===== config.mk =====
export PLATFORM = sky130hd
export DESIGN_NAME = avr_rr_arb
export DESIGN_NICKNAME = d
export VERILOG_FILES = /design/src/rtl/avr_rr_arb.sv
export SDC_FILE = /design/constraint.sdc
export NUM_CORES = 1
export LEC_CHECK = 0
export ABC_CLOCK_PERIOD_IN_PS = 4700
export CAP_MARGIN = 0
export CORE_AREA = 2 2 511 513
export CTS_BUF_LIST = sky130_fd_sc_hd__clkbuf_8
export CTS_CLUSTER_DIAMETER = 40
export CTS_CLUSTER_SIZE = 20
export DETAILED_ROUTE_END_ITERATION = 10
export DIE_AREA = 0 0 513 515
export HOLD_SLACK_MARGIN = 0.02
export SYNTH_ARGS = -nofsm -noshare
export SYNTH_HDL_FRONTEND = slang
export SYNTH_SLANG_ARGS = --single-unit

===== constraint.sdc =====
create_clock -name clk -period 4.7 [get_ports clk]
set_input_delay 0.47 -clock clk [delete_from_list [all_inputs] [get_ports clk]]
set_output_delay 0.47 -clock clk [all_outputs]
set_load 0.01 [all_outputs]

===== src/rtl/avr_rr_arb.sv =====
// N-to-1 round-robin arbiter for AVR valid/ready streams; combinational data path, zero-latency grant.
// Grant is frozen while downstream stalls; optional packet mode (macro AVR_ARB_LAST_EN) holds grant until s_last.
module avr_rr_arb #(
  parameter int N  = 4,
  parameter int DW = 256,
  localparam int IW = $clog2(N)
) (
  input  logic            clk,
  input  logic            rst_n,
  input  logic [N*DW-1:0] m_data,
  input  logic [N-1:0]    m_valid,
  output logic [N-1:0]    m_ready,
  output logic [DW-1:0]   s_data,
  output logic            s_valid,
  input  logic            s_ready,
  output logic [IW-1:0]   s_id
`ifdef AVR_ARB_LAST_EN
  ,
  input  logic [N-1:0]    m_last,
  output logic            s_last
`endif
);

  localparam logic [IW-1:0] LAST_IDX = IW'(N - 1);

  logic          lock_q, lock_d;
  logic [IW-1:0] gnt_q, gnt_d;
  logic [IW-1:0] ptr_q, ptr_d;
  logic [IW-1:0] gnt_cur;
  logic [IW-1:0] gnt_scan;
  logic [IW-1:0] gnt_inc;
  logic          found;
  logic [IW:0]   sum;
  logic          hs;
  logic          stall;
  logic          recover;
`ifdef AVR_ARB_LAST_EN
  logic          pkt_q, pkt_d;
`endif

  // Rotating priority scan starting at ptr; falls back to ptr when idle.
  always_comb begin
    gnt_scan = ptr_q;
    found    = 1'b0;
    sum      = '0;
    for (int k = 0; k < N; k++) begin
      sum = {1'b0, ptr_q} + (IW+1)'(k);
      if (sum >= (IW+1)'(N)) sum = sum - (IW+1)'(N);
      if (!found && m_valid[sum[IW-1:0]]) begin
        gnt_scan = sum[IW-1:0];
        found    = 1'b1;
      end
    end
  end

  always_comb begin
    gnt_cur = lock_q ? gnt_q : gnt_scan;
    s_valid = m_valid[gnt_cur];
    s_id    = gnt_cur;
    s_data  = '0;
    m_ready = '0;
    for (int i = 0; i < N; i++) begin
      if (gnt_cur == IW'(i)) begin
        s_data     = m_data[i*DW +: DW];
        m_ready[i] = s_ready & s_valid;
      end
    end
    gnt_inc = (gnt_cur == LAST_IDX) ? '0 : gnt_cur + IW'(1);
    hs      = s_valid & s_ready;
    stall   = s_valid & ~s_ready;
    recover = lock_q & ~m_valid[gnt_q];
  end

`ifdef AVR_ARB_LAST_EN
  assign s_last = m_last[gnt_cur];
`endif

  always_comb begin
    lock_d = lock_q;
    gnt_d  = gnt_q;
    ptr_d  = ptr_q;
`ifdef AVR_ARB_LAST_EN
    pkt_d  = pkt_q;
    if (hs) begin
      if (s_last) begin
        lock_d = 1'b0;
        pkt_d  = 1'b0;
        ptr_d  = gnt_inc;
      end else begin
        lock_d = 1'b1;
        pkt_d  = 1'b1;
        gnt_d  = gnt_cur;
      end
    end else if (stall) begin
      lock_d = 1'b1;
      gnt_d  = gnt_cur;
    end else if (recover && !pkt_q) begin
      lock_d = 1'b0;
    end
`else
    if (hs) begin
      lock_d = 1'b0;
      ptr_d  = gnt_inc;
    end else if (stall) begin
      lock_d = 1'b1;
      gnt_d  = gnt_cur;
    end else if (recover) begin
      // Upstream dropped valid while locked: release without advancing.
      lock_d = 1'b0;
    end
`endif
  end

  always_ff @(posedge clk or negedge rst_n) begin
    if (!rst_n) begin
      lock_q <= 1'b0;
      gnt_q  <= '0;
      ptr_q  <= '0;
`ifdef AVR_ARB_LAST_EN
      pkt_q  <= 1'b0;
`endif
    end else begin
      lock_q <= lock_d;
      gnt_q  <= gnt_d;
      ptr_q  <= ptr_d;
`ifdef AVR_ARB_LAST_EN
      pkt_q  <= pkt_d;
`endif
    end
  end

endmodule

### Word-level counts from Yosys, hierarchy flattened

Cells that the tools add are included.

* bits in registers: 5
* input bits: 1031

* $add $sub $neg: 8
* order comparisons: 10
* eq/ne operators: 3
* multiplexer cells: 36
* bitwise logic cells: 6
* reductions and logical operators: 9

Operator list (count)
* $mux W256: 4
* $mux W2: 10
* $lt A2 B3 Y1 const B: 6
* $mux W1: 16
* $bmux W1 S2: 6
* $ge A3 B3 Y1 const B: 3
* $sub A2 B1 Y2 const B: 4
* $add A2 B2 Y3 const B: 2
* $eq A2 B2 Y1 const B: 2
* $add A2 B1 Y3 const B: 1
* $and A1 B1 Y1: 3
* $ge A2 B3 Y1 const B: 1
* $logic_and A1 B1 Y1: 3
* $logic_not A1 Y1: 3
* $not A1 Y1: 3
* $reduce_bool A3 Y1: 1
* $add A2 B1 Y2 const B: 1
* $eq A2 B1 Y1 const B: 1
* $logic_not A2 Y1: 1
* $reduce_and A2 Y1: 1

### Longest topological paths before layout

Gate-level depths: netlist of run 1.

* depth after elaboration: 20
* gate-level depth with buffers: 13

### Least setup slack after synthesis of run 1

No wires, ideal clock.

* kind: input -> output
* start point: input m_valid[2]
* end point: output s_data[100]
* data arrival time: 3.384 ns
* required time: 4.230 ns
* path slack: 0.846 ns
* cell stages on the path: 11
* buffers on the path: 5
* cells stage by stage: mux2_1 a211o_1 o21ai_0 ha_1 clkbuf_1 buf_2 clkbuf_1 clkbuf_1 clkbuf_1 nand2_1 o21ai_0

* cells in the longest elaborated chain, start to end: 18
* elaborated cells between the ends (all ways): 30
* classes of those cells: eq/ne: 3; mux: 20; reduce/logical: 7

RTL lines
* start: declaration: RTL line 11 `input logic [N-1:0] m_valid,`
* $bmux W1 S2: RTL line 49 `if (!found && m_valid[sum[IW-1:0]]) begin`
* $mux W1 (not written as such): RTL line 49
* $mux W1: RTL line 49
* $logic_not A1 Y1: RTL line 49
* $logic_and A1 B1 Y1: RTL line 49
* $mux W1: RTL line 49
* $logic_not A1 Y1: RTL line 49
* $logic_and A1 B1 Y1: RTL line 49
* $mux W1: RTL line 49
* $logic_not A1 Y1: RTL line 49
* $logic_and A1 B1 Y1: RTL line 49
* $mux W2 *: RTL line 49
* $mux W2 *: RTL line 57 `gnt_cur = lock_q ? gnt_q : gnt_scan;`
* named net s_id[0]: RTL line 16 `output logic [IW-1:0] s_id`
* $logic_not A2 Y1: RTL line 63 `if (gnt_cur == IW'(i)) begin`
* $mux W256 (3 in a row): RTL line 63
* $mux W256 *: RTL line 63
* end: declaration: RTL line 13 `output logic [DW-1:0] s_data,`

The timed path passes the listed nets; every way through them passes the cells marked *. The select of a mux whose other input is x is not followed.

### Worst setup path after layout of run 1

* start point: input m_valid[2]
* end point: output s_data[197]

* cells in the longest elaborated chain, start to end: 18
* elaborated cells between the ends (all ways): 30
* classes of those cells: eq/ne: 3; mux: 20; reduce/logical: 7

RTL lines (RTL line)
* $bmux W1 S2: 49
* $mux W1 (not written as such): 49
* $mux W1: 49
* $logic_not A1 Y1: 49
* $logic_and A1 B1 Y1: 49
* $mux W1: 49
* $logic_not A1 Y1: 49
* $logic_and A1 B1 Y1: 49
* $mux W1: 49
* $logic_not A1 Y1: 49
* $logic_and A1 B1 Y1: 49
* $mux W2 *: 49
* $mux W2 *: 57
* $logic_not A2 Y1: 63
* $mux W256 (3 in a row): 63
* $mux W256 *: 63

Mark *: on every way between the ends. The rest lies on a longest branch, timed or not. The select of a mux whose other input is x is not followed.

==> impl_results.md, run 1 <==
* Result of the run: finished clean
* Static Leak at 9.67 nW
* Share of synthesized area occupied by flip-flops and latches at 0.0165
* Layout net count at 3937
* TritonCTS clock tree: yes
* Number of antenna violations at the first check in global routing at 356
* Worst slack at placement at -0.645 ns
* PortBufs at 1293
* Hold Crit Class: input pin to async pin
* Clock buffer count from CTS at 3
* Vias in the first global route at 17800
* CP max stage delay at 0.60 ns
* Register bit count reported by yosys at 5
* Clock slew at the register clock pins of the worst setup and hold paths at 0.04 ns
* Drt drc at 0
* Max Slew Vio Count at 0
* Shortest period the worst path allows at 4.58 ns
* Global Route Usage Sum at 0.175
* Max-slew headroom at 0.411
* Slew at the pin closest to its max-slew limit at 0.874 ns
* Global-route wire length before repair at 278000 um
* Fin worst setup slack at 0.116 ns
* Upper clock frequency limit at 218 MHz
* Netlist area before placement at 0.00760 mm2
* Kind of end point of the critical path: output port
* Synth warnings at 0
* Clk network pwr share at 0.003
* Synthesized area per cell at 5.04 um2
* Worst endpoint required time at 4.23 ns
* Io pins at 1294
* Sw frac at 0.582
* Detailed-route via count at 19300
* Y dimension of the die at 515 um
* Final weighted congestion in routability-driven placement at 0.915
* Area of the die at 0.264 mm2
* MaxCap Viol Count at 0
* Detail Route Antenna Nets at 0
* Fraction of the cycle the final worst path needs at 0.975
* Final wirelength at 242000 um
* Setup Skew at 0.000867 ns
* CTS Root Buffer Type: sky130_fd_sc_hd__clkbuf_8
* Cell at the slowest stage of the critical path: sky130_fd_sc_hd__clkdlybuf4s50_1
* Number of clock sinks at 5
* Critical path cell sequence: clkdlybuf4s50_1 > buf_4 > nor2b_1 > o21a_1 > o31a_2 > inv_1 > buf_4 > ha_1 > nor2b_4 > buf_12 > buf_4 > buf_6 > buf_16 > a22oi_1 > nor2_1 > a21oi_1 > o21ai_1 > clkdlybuf4s50_1
* Longest Clk Path Bufs at 2
* Placeable core region at 0.259 mm2
* Detail Placement HPWL at 228000 um
* CP dominant cell by count: sky130_fd_sc_hd__buf_4
* Internal power component at 10.2 mW
* Sequential share of power at 0.004
* Combined area of the multi-input logic cells at 0.00709 mm2
* Setup Total Neg Slack at 0 ns
* Number of rows created at floorplan at 187
* Number of detailed-routing iterations run before antenna repair at 5
* Register area at 125 um2
* Final setup violation count at 0
* Number of nets in the synthesized netlist at 2543
* Floorplan die width at 513 um
* Number of instances in the synthesized netlist at 1508
* DR WL/cell at 37.9 um
* Part of the total power dissipated in combinational logic at 0.993
* Highest net fanout along the worst path at 23
* Number of vias per cell after detailed routing at 3.02
* Signal arrival time at the worst endpoint at 4.11 ns
* Largest net degree at the start of global routing at 63
* Share of final-layout standard cells stronger than drive strength 1 at 0.159
* Crit start category: input pin
* Effective utilization at floorplan at 0.0294
* Final Hold Viols at 0
* Global-route congestion overflow total at 0
* H-tree levels at 1
* Distinct cell type count of the synthesized netlist at 34
* RSZ-0062 raised after global routing: true
* Worst Hold Margin at 0.484 ns
* Detailed Route Iter0 Violations at 1198
* Power Density at 876 mW/mm2
* Later-pin clock latency in the skew report at 0.22 ns
* Fraction of the core area covered by cells at the end of the flow at 0.108
* Type of the setup path with the least slack: input pin to output port
* Area delta synth->final at 267%
* Switching power of the nets at 14.2 mW
* Peak supply drop at 0.000411 V
* Filler Cells Inserted at 30100
[layout make-up]
| type | instances | share of cell area |
|---|---|---|
| repair buffers | 1560 | 0.577 |
| multi-input cells | 1327 | 0.255 |
| well taps | 3402 | 0.153 |
| diodes | 94 | 0.00845 |
| flip-flops and latches | 5 | 0.00449 |
| clock buffers | 3 | 0.00148 |
| inverters | 5 | 0.000674 |
| clock inverters | 1 | 0.000135 |
[routing by layer]
metal	GRT usage	vias up	part of all wire
li1	-	8364	-
met1	0.200	8642	0.39
met2	0.273	1482	0.43
met3	0.109	602	0.14
met4	0.0373	212	0.032
met5	0.000183	-	0.0057
[layout by cell type (no fill, tap or decap), types with 11 or more instances in the layout]
| cell | netlist | final |
|---|---|---|
| sky130_fd_sc_hd__a21oi_1 | 259 | 253 |
| sky130_fd_sc_hd__nor2_2 | 0 | 11 |
| sky130_fd_sc_hd__clkdlybuf4s50_1 | 0 | 1122 |
| sky130_fd_sc_hd__buf_12 | 0 | 105 |
| sky130_fd_sc_hd__dlymetal6s2s_1 | 0 | 26 |
| sky130_fd_sc_hd__o21ai_0 | 257 | 246 |
| sky130_fd_sc_hd__nand2_1 | 260 | 260 |
| sky130_fd_sc_hd__diode_2 | 0 | 94 |
| sky130_fd_sc_hd__a22oi_1 | 255 | 229 |
| sky130_fd_sc_hd__a22oi_2 | 0 | 26 |
| sky130_fd_sc_hd__dlygate4sd2_1 | 0 | 22 |
| sky130_fd_sc_hd__buf_4 | 0 | 275 |
| sky130_fd_sc_hd__nor2_1 | 261 | 245 |
[timing repair]
| item | in CTS | in global routing |
|---|---|---|
| setup endpoints to repair | 71 | 102 |
| setup buffers | 5 | 1 |
| resized for setup | 61 | 72 |
| pin swaps | 3 | 6 |
| gates cloned | 0 | 2 |
| hold buffers | 0 | 0 |
[per-stage QoR]
step / area [um2] / power (mW) / instances
after floorplan: 7600 / 6.99 / 1508
after global placement: 27200 / 24.9 / 6291
after detailed placement: 27200 / 25.0 / 6291
after CTS: 27300 / 25.2 / 6300
after global routing: 27700 / 26.4 / 6340
final: 27800 / 24.4 / 6397
[synthesized netlist by cell type (all sizes together)]
cell type  count  area, um2
o311a          1       21.3
nor2b          3       18.8
a21boi         1       11.3
ha             4       50.1
mux2           3       41.3
buf           23       87.6
a32o           1       10.0
inv            5       18.8
and3b          1       8.76
a2111oi        1       27.5
o31a           1       10.0
a21o           2       15.0
a22oi        255       1910
mux2i          2       23.8
nor4bb         1       10.0
nand2b         2       12.5
o21ai        257       1290
nor3           3       31.3
a211o          1       8.76
a31oi          1       6.26
dfrtp          5        125
nor2         262        991
clkbuf       148        556
nand2        260        976
o21a           1       7.51
a21oi        259       1300
and2           4       25.0
o21bai         1       7.51
[power groups by stage]
stage	clock network, mW	logic (mW)	registers [mW]
after global placement	0	24.8	0.0922
after detailed placement	0	24.9	0.0938
after floorplan	0	6.91	0.0840
after global routing	0.0832	26.2	0.0983
after CTS	0.0795	25.0	0.0940
final	0.0778	24.2	0.0955
[final timing paths]
path / startpoint / to / slack (ns) / cells past startpoint
worst max-delay path: m_valid[2] / s_data[197] / 0.12 / 18
worst min-delay path: rst_n / lock_q / 0.48 / 1
worst max register to register: ptr_q[1] / ptr_q[1] / 2.21 / 7
worst min register to register: gnt_q[1] / gnt_q[1] / 0.53 / 2
max in group asynchronous: rst_n / gnt_q[1] / 4.01 / 1
min in group clk: gnt_q[1] / gnt_q[1] / 0.53 / 2
[kinds of logic after synthesis]
logic type,count (synthesis),share of synthesized area
AOI/OAI and AO/OA,782,0.608
adders and majority gates,4,0.00659
buffers and inverters,176,0.0871
DFF,5,0.0165
muxes,5,0.00856
and+or+nand+nor,536,0.273
[critical path, delay by kind of cell]
kind | cells | cell delay (ns)
buf+inv | 9 | 2.15
compound gates | 5 | 0.88
simple gates | 3 | 0.41
fa+ha+maj | 1 | 0.15
[sequential cells by signal, indices dropped and copies added (netlist names)]
signal and count:
ptr_q 2, gnt_q 2, lock_q 1
No activity file was read; power rests on OpenSTA's default activity.
==> run 2: changes to the inputs <==
--- a/config.mk
+++ b/config.mk
@@ -6,14 +6,14 @@
 export NUM_CORES = 1
 export LEC_CHECK = 0
 export ABC_CLOCK_PERIOD_IN_PS = 4700
-export CAP_MARGIN = 0
+export CAP_MARGIN = 30
 export CORE_AREA = 2 2 511 513
 export CTS_BUF_LIST = sky130_fd_sc_hd__clkbuf_8
-export CTS_CLUSTER_DIAMETER = 40
 export CTS_CLUSTER_SIZE = 20
 export DETAILED_ROUTE_END_ITERATION = 10
 export DIE_AREA = 0 0 513 515
 export HOLD_SLACK_MARGIN = 0.02
+export SLEW_MARGIN = 0
 export SYNTH_ARGS = -nofsm -noshare
 export SYNTH_HDL_FRONTEND = slang
 export SYNTH_SLANG_ARGS = --single-unit
==> results of run 2 <==
Same layout as run 1: the final DEF is identical, and so are final timing and power.
==> run 3: changes to the inputs <==
--- a/config.mk
+++ b/config.mk
@@ -5,13 +5,13 @@
 export SDC_FILE = /design/constraint.sdc
 export NUM_CORES = 1
 export LEC_CHECK = 0
-export ABC_CLOCK_PERIOD_IN_PS = 4700
+export ABC_CLOCK_PERIOD_IN_PS = 5800
 export CAP_MARGIN = 30
-export CORE_AREA = 2 2 511 513
+export CORE_AREA = 2 2 504 506
 export CTS_BUF_LIST = sky130_fd_sc_hd__clkbuf_8
 export CTS_CLUSTER_SIZE = 20
 export DETAILED_ROUTE_END_ITERATION = 10
-export DIE_AREA = 0 0 513 515
+export DIE_AREA = 0 0 506 508
 export HOLD_SLACK_MARGIN = 0.02
 export SLEW_MARGIN = 0
 export SYNTH_ARGS = -nofsm -noshare
==> constraint.sdc (replaced) <==
create_clock -name clk -period 5.8 [get_ports clk]
set_input_delay 0.58 -clock clk [delete_from_list [all_inputs] [get_ports clk]]
set_output_delay 0.58 -clock clk [all_outputs]
set_load 0.01 [all_outputs]
==> run 3 against run 2 <==
  * Clock skew about the same
  * Sequential cell count unchanged
  * First-iteration DRC count increased by 35%
  * Die area decreased by 2.7%
  * Combinational power decreased by 22%
  * Critical path type unchanged
  * Clock-buffer cell count unchanged
==> impl_results.md, run 3 (synthesized netlist as in run 1, its figures left out) <==
* Result of the run: finished clean
* Uppermost layer routed: met5
* Crit start category: input pin
* Share of final-layout standard cells stronger than drive strength 1 at 0.103
* Number of antenna violations at the first check in global routing at 414
* Register area at 125 um2
* Detail Route Antenna Nets at 0
* Io pins at 1294
* Shortest period the worst path allows at 5.59 ns
* TritonCTS clock tree: yes
* Number of clock sinks at 5
* Dominant delay contributor by cell family on the critical path: buffers and inverters
* Largest net degree at the start of global routing at 101
* Met3 Routed Length at 41100 um
* Buffer count from post-CTS setup fixing at 0
* Commonest non-fill, non-tap cell in the layout: sky130_fd_sc_hd__clkdlybuf4s50_1
* Drt drc at 0
* Largest registers ranked by flip-flop count: gnt_q x2, ptr_q x2, lock_q x1
* Placed Instance Area at 0.0256 mm2
* MaxCap Viol Count at 0
* Final wirelength at 259000 um
* H-tree levels at 1
* Setup Skew at 0.00129 ns
* Count of buffer and inverter cells on the critical path at 6
* Longest Clk Path Bufs at 2
* Kind of end point of the critical path: output port
* Peak supply drop at 0.000511 V
* Floorplan die width at 506 um
* Detailed Route Iter0 Violations at 1612
* Routed wire length on met2 at 110000 um
* CTS Root Buffer Type: sky130_fd_sc_hd__clkbuf_8
* Vias in the first global route at 16900
* Effective utilization at floorplan at 0.0301
* Detailed-route via count at 19100
* Static Leak at 8.38 nW
* Area delta synth->final at 242%
* Final setup violation count at 0
* Global Route Usage Sum at 0.192
* Y dimension of the die at 508 um
* Slew at the pin closest to its max-slew limit at 1.08 ns
* Upper clock frequency limit at 179 MHz
* CP max stage delay at 0.70 ns
* Number of vias per cell after detailed routing at 3.07
* Detail Placement HPWL at 243000 um
* Global-route congestion overflow total at 0
* Commonest non-fill, non-tap cells in the layout: 1145 x sky130_fd_sc_hd__clkdlybuf4s50_1, 260 x sky130_fd_sc_hd__nand2_1, 260 x sky130_fd_sc_hd__nor2_1
* Final cell area excluding filler cells at 0.0259 mm2
* Layout net count at 3782
* Clock buffer count from CTS at 3
* Hold Crit Class: flop to flop
* PortBufs at 1293
* Cell at the slowest stage of the critical path: sky130_fd_sc_hd__clkdlybuf4s50_1
* Later-pin clock latency in the skew report at 0.23 ns
* Placeable core region at 0.252 mm2
* Power Density at 729 mW/mm2
* Number of rows created at floorplan at 185
* Final weighted congestion in routability-driven placement at 0.992
* Filler Cells Inserted at 29500
* Highest net fanout along the worst path at 45
* Setup Total Neg Slack at 0 ns
* Number of detailed-routing iterations run before antenna repair at 6
* Fraction of the core area covered by cells at the end of the flow at 0.103
* Metal-1 WL at 96400 um
* Fraction of the cycle the final worst path needs at 0.964
* Combined area of the multi-input logic cells at 0.00687 mm2
* Final Hold Viols at 0
* Type of the setup path with the least slack: input pin to output port
* Global-route wire length before repair at 295000 um
* Area of the die at 0.257 mm2
* Worst endpoint required time at 5.22 ns
* RSZ-0062 raised after global routing: false
* Max Slew Vio Count at 0
* DR WL/cell at 41.6 um
* Clock slew at the register clock pins of the worst setup and hold paths at 0.04 ns
* Signal arrival time at the worst endpoint at 5.01 ns
* Critical path cell sequence: clkdlybuf4s50_1 > mux2_1 > a211o_1 > o21ai_0 > buf_4 > inv_1 > ha_2 > nor2b_4 > buf_12 > buf_4 > a22oi_1 > nor2_1 > a21oi_1 > o21ai_0 > clkdlybuf4s50_1
* Max-slew headroom at 0.282
==> run 3: cell types whose count changed in the layout (fill, tap and decap cells not counted), sizes merged <==
cell | before | now
dlygate4sd2 | 22 | 0
clkdlybuf4s50 | 1122 | 1145
dlymetal6s2s | 26 | 0
clkbuf | 6 | 3
diode | 94 | 109
buf | 387 | 260
==> run 3: stage by stage <==
stage	setup WS, ns	hold slack (ns)	power [mW]	cells
final	0.208	0.526	18.9	6221
after global routing	0.0120	0.563	20.2	6151
after CTS	0.0553	0.528	19.5	6112
after detailed placement	-0.128	0.511	19.4	6108
after global placement	-0.0896	0.496	19.4	6107
after floorplan	1.73	0.284	5.66	1508
==> run 3: final timing paths <==
kind | from | to | slack, ns | cells after the start
max in group asynchronous | rst_n | gnt_q[0] | 5.00 | 1
min in group asynchronous | rst_n | gnt_q[1] | 0.59 | 1
worst min-delay path | gnt_q[1] | gnt_q[1] | 0.53 | 2
worst max-delay path | m_valid[0] | s_data[59] | 0.21 | 15
worst min register to register | gnt_q[1] | gnt_q[1] | 0.53 | 2
worst max register to register | ptr_q[1] | ptr_q[1] | 3.31 | 6
==> run 3: power by group <==
group,switching [mW],leakage [nW],internal [mW]
registers,0.0240,0.0606,0.0523
logic,12.1,8.29,6.72
clock network,0.0193,0.0276,0.0455
total,12.1,8.38,6.82
==> run 3: cell type report <==
cell class	instances	share of cell area
Sequential cell	5	0.00482
Multi-Input combinational cell	1327	0.265
Antenna cell	109	0.0105
Clock buffer	3	0.00159
Timing Repair Buffer	1405	0.555
Clock inverter	1	0.000145
Inverter	5	0.000723
Tap cell	3366	0.162
==> run 3: tightest hold or removal path, stage by stage, from the launching register on <==
cell and delay [ns]:
sky130_fd_sc_hd__dfrtp_1 0.35, sky130_fd_sc_hd__a31oi_1 0.05, sky130_fd_sc_hd__nor2_1 0.08
==> run 3: layer usage <==
metal,vias to the layer above,GRT usage
li1,8067,-
met1,8458,0.213
met2,1728,0.300
met3,643,0.129
met4,216,0.0475
met5,-,0
==> run 3: timing repair <==
action | in CTS | in global routing
hold buffers | 0 | 0
gates resized for setup | 1 | 4
setup endpoints to repair | 5 | 4
